**config.mk**
```make
export PLATFORM = sky130hd
export DESIGN_NAME = regfile_2r1w
export DESIGN_NICKNAME = d
export VERILOG_FILES = /design/src/rtl/regfile_2r1w.sv
export SDC_FILE = /design/constraint.sdc
export NUM_CORES = 1
export LEC_CHECK = 0
export CORE_MARGIN = 1.5
export CORE_UTILIZATION = 35
export CTS_CLUSTER_SIZE = 14
export DETAILED_ROUTE_END_ITERATION = 6
export HOLD_SLACK_MARGIN = 0.12
export SETUP_SLACK_MARGIN = 0.3
export SYNTH_ARGS = -nofsm -noshare
export SYNTH_HDL_FRONTEND = slang
export SYNTH_SLANG_ARGS = --single-unit
```
**constraint.sdc**
```tcl
create_clock -name clk -period 2.7 [get_ports clk]
set_clock_uncertainty 0.2 [all_clocks]
set_input_delay 0.54 -clock clk [delete_from_list [all_inputs] [get_ports clk]]
set_output_delay 0.54 -clock clk [all_outputs]
set_load 0.01 [all_outputs]
```
**src/rtl/regfile_2r1w.sv**
```systemverilog
// rtl/regfile_2r1w.sv - two-read one-write register file with registered read ports
//
// Register bank for the single-cycle MIPS datapath. Register 0 always reads
// as zero. Storage is flip-flops; both read ports are registered, so no input
// reaches an output without passing through a clock edge.
//
// Ports:
//   clk      - system clock, rising-edge active
//   rst_n    - asynchronous active-low reset (clears storage and read outputs)
//   we       - write enable
//   waddr    - write address
//   wdata    - write data
//   re_a     - port A read enable
//   raddr_a  - port A read address
//   rdata_a  - port A registered read data (holds when no read is issued)
//   rvalid_a - port A one-cycle valid pulse per accepted read
//   re_b     - port B read enable
//   raddr_b  - port B read address
//   rdata_b  - port B registered read data (holds when no read is issued)
//   rvalid_b - port B one-cycle valid pulse per accepted read

module regfile_2r1w #(
  parameter int WIDTH  = 8,
  parameter int DEPTH  = 8,
  parameter int ADDR_W = 3
) (
  input  logic              clk,
  input  logic              rst_n,
  input  logic              we,
  input  logic [ADDR_W-1:0] waddr,
  input  logic [WIDTH-1:0]  wdata,
  input  logic              re_a,
  input  logic [ADDR_W-1:0] raddr_a,
  output logic [WIDTH-1:0]  rdata_a,
  output logic              rvalid_a,
  input  logic              re_b,
  input  logic [ADDR_W-1:0] raddr_b,
  output logic [WIDTH-1:0]  rdata_b,
  output logic              rvalid_b
);

  // Only entries 1..DEPTH-1 exist as storage; register 0 is a constant zero
  // produced by the read muxes, so it can never be corrupted by a write.
  logic [DEPTH-1:1][WIDTH-1:0] entry;

  logic [WIDTH-1:0] rd_val_a;
  logic [WIDTH-1:0] rd_val_b;

  // Write port: a write addressed to register 0 matches no entry and is dropped.
  always_ff @(posedge clk or negedge rst_n) begin
    if (!rst_n) begin
      entry <= '0;
    end else if (we) begin
      for (int i = 1; i < DEPTH; i++) begin
        if (waddr == ADDR_W'(i)) begin
          entry[i] <= wdata;
        end
      end
    end
  end

  // Port A read value. The bypass makes a read on the same edge as a write
  // to that address return the new data, so the datapath sees write-through.
  always_comb begin
    rd_val_a = '0;
    if (raddr_a != '0) begin
      if (we && (waddr == raddr_a)) begin
        rd_val_a = wdata;
      end else begin
        for (int i = 1; i < DEPTH; i++) begin
          if (raddr_a == ADDR_W'(i)) begin
            rd_val_a = entry[i];
          end
        end
      end
    end
  end

  // Port B read value, identical rules to port A.
  always_comb begin
    rd_val_b = '0;
    if (raddr_b != '0) begin
      if (we && (waddr == raddr_b)) begin
        rd_val_b = wdata;
      end else begin
        for (int i = 1; i < DEPTH; i++) begin
          if (raddr_b == ADDR_W'(i)) begin
            rd_val_b = entry[i];
          end
        end
      end
    end
  end

  // Port A output register: data only updates alongside a valid pulse, so a
  // consumer can sample rdata_a any time after the pulse and still see it.
  always_ff @(posedge clk or negedge rst_n) begin
    if (!rst_n) begin
      rdata_a  <= '0;
      rvalid_a <= 1'b0;
    end else begin
      rvalid_a <= re_a;
      if (re_a) begin
        rdata_a <= rd_val_a;
      end
    end
  end

  // Port B output register.
  always_ff @(posedge clk or negedge rst_n) begin
    if (!rst_n) begin
      rdata_b  <= '0;
      rvalid_b <= 1'b0;
    end else begin
      rvalid_b <= re_b;
      if (re_b) begin
        rdata_b <= rd_val_b;
      end
    end
  end

endmodule

```
==> impl_metrics.toml, run 1 <==
[global_route]
grt_max_degree = 46
track_usage = 0.191
antenna_found_initial = 0
grt_pass1_wl_mm = 16.8
overflow = 0
grt_pass1_vias = 3014

[synthesis]
syn_inst = 338
syn-cell-area_um2 = 3940
syn_nets = 360
synth_edf_count = 0
yosysWarnings = 0
seq_area_frac_synth = 0.470
syn_avg_cell_area_um2 = 11.7
ys_types = 39
yosysTopAreaCellShare = 0.470
netlist_top_cells_count = "dfrtp_1, mux2_2, o21ai_0"
synth_top_cells_by_area = "dfrtp_1, mux2_2, o21ai_0"
synth_top_area_cell = "dfrtp_1"
async_reset_ff_frac = 1.00
yosysMostFrequentCell = "dfrtp_1"
synth-main-ff-cell = "dfrtp_1"
ys_ff_latch = 74

[timing]
setup_violations = 0
rsz0062_at_grt = "no"
fin_tns_setup_ns = 0
whs_ns = 0.319
slew_violations = 0
final_hold_viol_count = 0
fin_crit_ns = 2.25
fin_crit_sh = 0.832
fmax_mhz = 445
relSlewSlack = 0.553
tightestPinTransition_ns = 0.669

[detailed_routing]
drt-vias-per-instance = 5.61
totalWireLength_mm = 10.6
drtIter0Drc = 95
wl_per_cell_um = 19.9
dr.pass1.iters = 4
dr_total_vias = 2997
drc = 0
antenna_left = 0

[cts]
cts_root_buffer = "clkbuf_8"
cts_tree = "yes"
cts_resized = 0
cts_sinks = 74
clock_latency_ns = 0.37
clk_pin_slew_ns = 0.09
clock_path_buffers = 2
htreeDepth = 3
cts_made_buffers = 9

[critical_path]
required_ns = 2.76
crit_path_start = "raddr_b[2]"
ff2ff_setup_slack_ns = 0.99
rr_startpoint = "entry[46]"
crit_path_start_kind = "primary input"
critPathMaxFanout = 24
r2r_end = "rdata_b[6]"
worst-setup-path-type = "in -> reg"
reg2reg_depth = 4
cp.arrival_ns = 2.31
endpoint_kind = "flop"

[finish]
nets = 411
diodes = 0
drive_gt1_frac = 0.292
area_growth_pct = 22.9
finalInstanceArea_um2 = 4840
layout.cells.non_filler = 534

[die]
design.core.area_um2 = 10900
start_util = 0.362
die_area_um2 = 11900
io_pins = 40
rows = 38
die_h_um = 109
die_w_um = 109

[placement]
gp_congestion = 0.851
portBuffers = 39
dpl.cell_count = 517
post-dp-hpwl_mm = 7.63
placedInstanceArea_um2 = 4610

[power]
power_mw = 3.29
cellPowerDensity_nw_per_um2 = 679
p_leak_nw = 1.98
vdd_drop_max_mv = 0.243

[hold_path]
hold_depth = 1
min_from = "entry[39]"
worstHoldPathType = "reg -> reg"
holdPathEnd = "entry[39]"

[run]
maxCapViolations = 0

[status]
outcome = "completed"
==> per-layer routing <==
layer	vias up	global-route usage	part of all wire
li1	1372	-	-
met1	1533	0.262	0.47
met4	0	0.0912	0.023
met5	-	0	0
met3	17	0.0251	0.038
met2	75	0.296	0.46
==> kinds of logic after synthesis <==
logic type	synth area share
buffers and inverters	0.0432
AND/OR/NAND/NOR	0.0747
multiplexers	0.232
XOR/XNOR	0.0133
flip-flops	0.470
AO/OA/AOI/OAI	0.167
==> cell usage in the layout, fill, tap and decap left out, types with 3 or more instances in the layout <==
cell type,netlist,routed
o22ai_1,8,8
clkdlybuf4s50_1,0,38
nand4_1,4,4
a22oi_1,8,8
nand2b_1,3,3
mux2_2,67,67
nor2b_1,17,17
nand2_1,13,13
a221o_1,7,7
mux2i_1,9,9
buf_12,0,4
o21ai_0,23,23
o21ai_1,4,4
clkbuf_8,0,9
nand4b_1,3,3
a22o_1,13,13
clkinvlp_4,0,3
a221oi_1,11,11
buf_4,3,22
inv_1,10,10
nor2_1,9,9
xnor2_1,6,6
a211oi_1,7,7
dfrtp_1,74,74
mux2_4,3,3
==> where the power goes <==
part	switching, mW	leakage, nW	internal [mW]
Clock	0.447	0.0987	0.522
Combinational	0.335	0.981	0.466
Sequential	0.177	0.900	1.34
Total	0.959	1.98	2.33
==> how the worst max path moves through the flow <==
stage / slack [ns] / to / depth (start not counted)
6_report: 0.45 / rdata_b[2] / 6
5_1_grt: 0.36 / rdata_a[5] / 6
4_1_cts: 0.45 / rdata_b[2] / 6
3_5_place_dp: 0.08 / rdata_b[2] / 6
3_3_place_gp: 0.11 / rdata_a[4] / 6
2_1_floorplan: 0.70 / rdata_b[3] / 6
==> worst max-delay path: stages <==
cell             delay, ns
clkdlybuf4s50_1       0.51
buf_12                0.18
mux2_2                0.35
a221oi_1              0.25
o21ai_0               0.13
a221o_1               0.34
==> per-stage QoR <==
step	utilization	setup WS [ns]
after floorplan	-	0.700
after global routing	0.445	0.363
after CTS	0.445	0.453
final	0.445	0.453
after global placement	0.424	0.112
after detailed placement	0.424	0.0760
==> registers in the layout, summed over array words and instances, names as in the netlist <==
name / cells
entry: 56
rdata_a: 8
rdata_b: 8
rvalid_a: 1
rvalid_b: 1
==> area by class of cell <==
| class | instances | area [µm²] |
|---|---|---|
| fillers | 1058 | 6050 |
| multi-input cells | 229 | 1920 |
| flip-flops and latches | 74 | 1850 |
| repair buffers | 65 | 636 |
| well taps | 140 | 175 |
| clock buffers | 10 | 128 |
| clock inverters | 6 | 91.3 |
| inverters | 10 | 37.5 |
==> repair_timing <==
item	in CTS	in global routing
hold buffers	1	0
hold endpoints to repair	29	0
buffers inserted	0	0
(Power assumes the default switching activity.)
==> run 2: changes to the inputs <==
==> constraint.sdc (replaced) <==
create_clock -name clk -period 2.3 [get_ports clk]
set_clock_uncertainty 0.2 [all_clocks]
set_input_delay 0.46 -clock clk [delete_from_list [all_inputs] [get_ports clk]]
set_output_delay 0.46 -clock clk [all_outputs]
set_load 0.01 [all_outputs]
==> impl_metrics.toml, run 2 (synthesis results as in run 1) <==
[timing]
rsz0062_at_grt = "no"
slew_violations = 0
setup_violations = 0
fmax_mhz = 518
fin_crit_sh = 0.840
tightestPinTransition_ns = 0.514
final_hold_viol_count = 0
fin_crit_ns = 1.93
relSlewSlack = 0.657

[finish]
largest_reg_flops = 56
largest_register = "entry"
reg_top3 = "entry: 56 flops, rdata_a: 8 flops, rdata_b: 8 flops"
diodes = 0
nets = 434
final_common_cell = "dfrtp_1"
nFillCells = 993
drive_gt1_frac = 0.374
final_cell_mix = "dfrtp_1, mux2_2, buf_4"
area_growth_pct = 32.2
layout.cells.non_filler = 557
post-route-util = 0.478

[detailed_routing]
dr.pass1.iters = 4
drtIter0Drc = 158
antenna_left = 0
wl_per_cell_um = 20.0
drt-vias-per-instance = 5.54
dr_total_vias = 3088
drc = 0
totalWireLength_mm = 11.1

[critical_path]
endpoint_kind = "flop"
required_ns = 2.35
cp.arrival_ns = 1.98
crit_path_start = "raddr_b[2]"
rr_startpoint = "entry[30]"
worst-setup-path-type = "in -> reg"
critPathMaxFanout = 9
crit_path_start_kind = "primary input"

[power]
cellPowerDensity_nw_per_um2 = 744
p_sw_mw = 1.15
pwr-share-clk = 0.273
p_leak_nw = 2.20
swShare = 0.296
vdd_drop_max_mv = 0.313
power_frac_comb = 0.264
p_seq_frac = 0.463
power.internal_mw = 2.72

[placement]
gp_congestion = 0.865
portBuffers = 39
dpl.cell_count = 534
post-dp-hpwl_mm = 7.83

[cts]
cts_root_buffer = "clkbuf_8"
cts_sinks = 74
clk_pin_slew_ns = 0.08
clock_latency_ns = 0.36
cts_tree = "yes"
clock_path_buffers = 2
htreeDepth = 3
cts_made_buffers = 9

[die]
io_pins = 40
die_w_um = 109
design.core.area_um2 = 10900
start_util = 0.362
die_area_um2 = 11900
rows = 38
die_h_um = 109

[global_route]
grt_pass1_wl_mm = 17.1
grt_max_degree = 40
antenna_found_initial = 0
grt_pass1_vias = 2999
overflow = 0
track_usage = 0.195

[hold_path]
min_from = "rdata_a[0]"
worstHoldPathType = "reg -> reg"

[status]
outcome = "completed"

[run]
maxCapViolations = 0
## run 2: changes by cell type in the layout (fill, tap and decap cells not counted), moves of 3 or more
cell	delta
a211oi_1	-4
a211oi_2	+4
a221oi_1	-5
a221oi_2	+4
buf_12	+3
buf_4	+15
buf_6	+3
clkdlybuf4s50_1	-6
clkinv_2	+3
dlygate4sd2_1	+3
dlymetal6s2s_1	+3
nor2b_1	-3
## run 2: timing repair
action	CTS	global route
gates cloned	1	1
pin swaps	1	9
endpoints found under the setup margin	15	15
resized for setup	11	21
hold buffers	1	0
buffers inserted	0	4
hold endpoints to repair	35	0
## run 2: layout make-up
| class | count | area, µm² | share of cell area |
|---|---|---|---|
| Clock buffer | 11 | 151 | 0.0291 |
| Clock inverter | 5 | 52.6 | 0.0101 |
| Inverter | 10 | 41.3 | 0.00793 |
| Multi-Input combinational cell | 229 | 2030 | 0.390 |
| Sequential cell | 74 | 1850 | 0.356 |
| Tap cell | 140 | 175 | 0.0336 |
| Timing Repair Buffer | 88 | 903 | 0.174 |
## run 2: final timing paths
path / end / slack, ns / cells after the start
worst max-delay path: rdata_b[1] / 0.37 / 6
worst min-delay path: rdata_a[0] / 0.33 / 2
worst max register to register: rdata_b[6] / 0.63 / 4
worst min register to register: rdata_a[0] / 0.33 / 2
max in group asynchronous: entry[9] / 0.93 / 3
min in group asynchronous: entry[4] / 0.40 / 2
## run 2: worst max-delay path, stage by stage
cell and delay [ns]:
dlygate4sd2_1 0.30, bufbuf_16 0.30, nor2b_1 0.19, a221oi_1 0.28
o21ai_0 0.13, a221o_1 0.32
## run 2: through the flow
stage / power (mW) / area (µm²) / hold WS, ns / setup TNS (ns) / setup WS, ns
global placement: 2.73 / 4780 / 0.253 / -2.91 / -0.223
finish: 3.87 / 5210 / 0.332 / 0 / 0.368
detailed placement: 2.76 / 4780 / 0.262 / -3.46 / -0.292
CTS: 3.84 / 5050 / 0.317 / 0 / 0.287
global route: 4.06 / 5210 / 0.342 / 0 / 0.301
floorplan: 2.34 / 3940 / -0.0356 / 0 / 0.380
## run 2: metal layers
layer / up-vias / routed length, µm / share of wire / track usage
li1: 1420 / - / - / -
met1: 1581 / 5070 / 0.46 / 0.268
met2: 74 / 5320 / 0.48 / 0.303
met3: 13 / 553 / 0.050 / 0.0341
met4: 0 / 192 / 0.017 / 0.0771
met5: - / 0 / 0 / 0
## run 2: power by group through the flow
stage | clock network (mW) | registers [mW] | logic, mW
6_report | 1.06 | 1.79 | 1.02
5_1_grt | 1.13 | 1.83 | 1.11
3_5_place_dp | 0 | 1.80 | 0.957
3_3_place_gp | 0 | 1.79 | 0.935
4_1_cts | 1.08 | 1.78 | 0.978
2_1_floorplan | 0 | 1.76 | 0.577
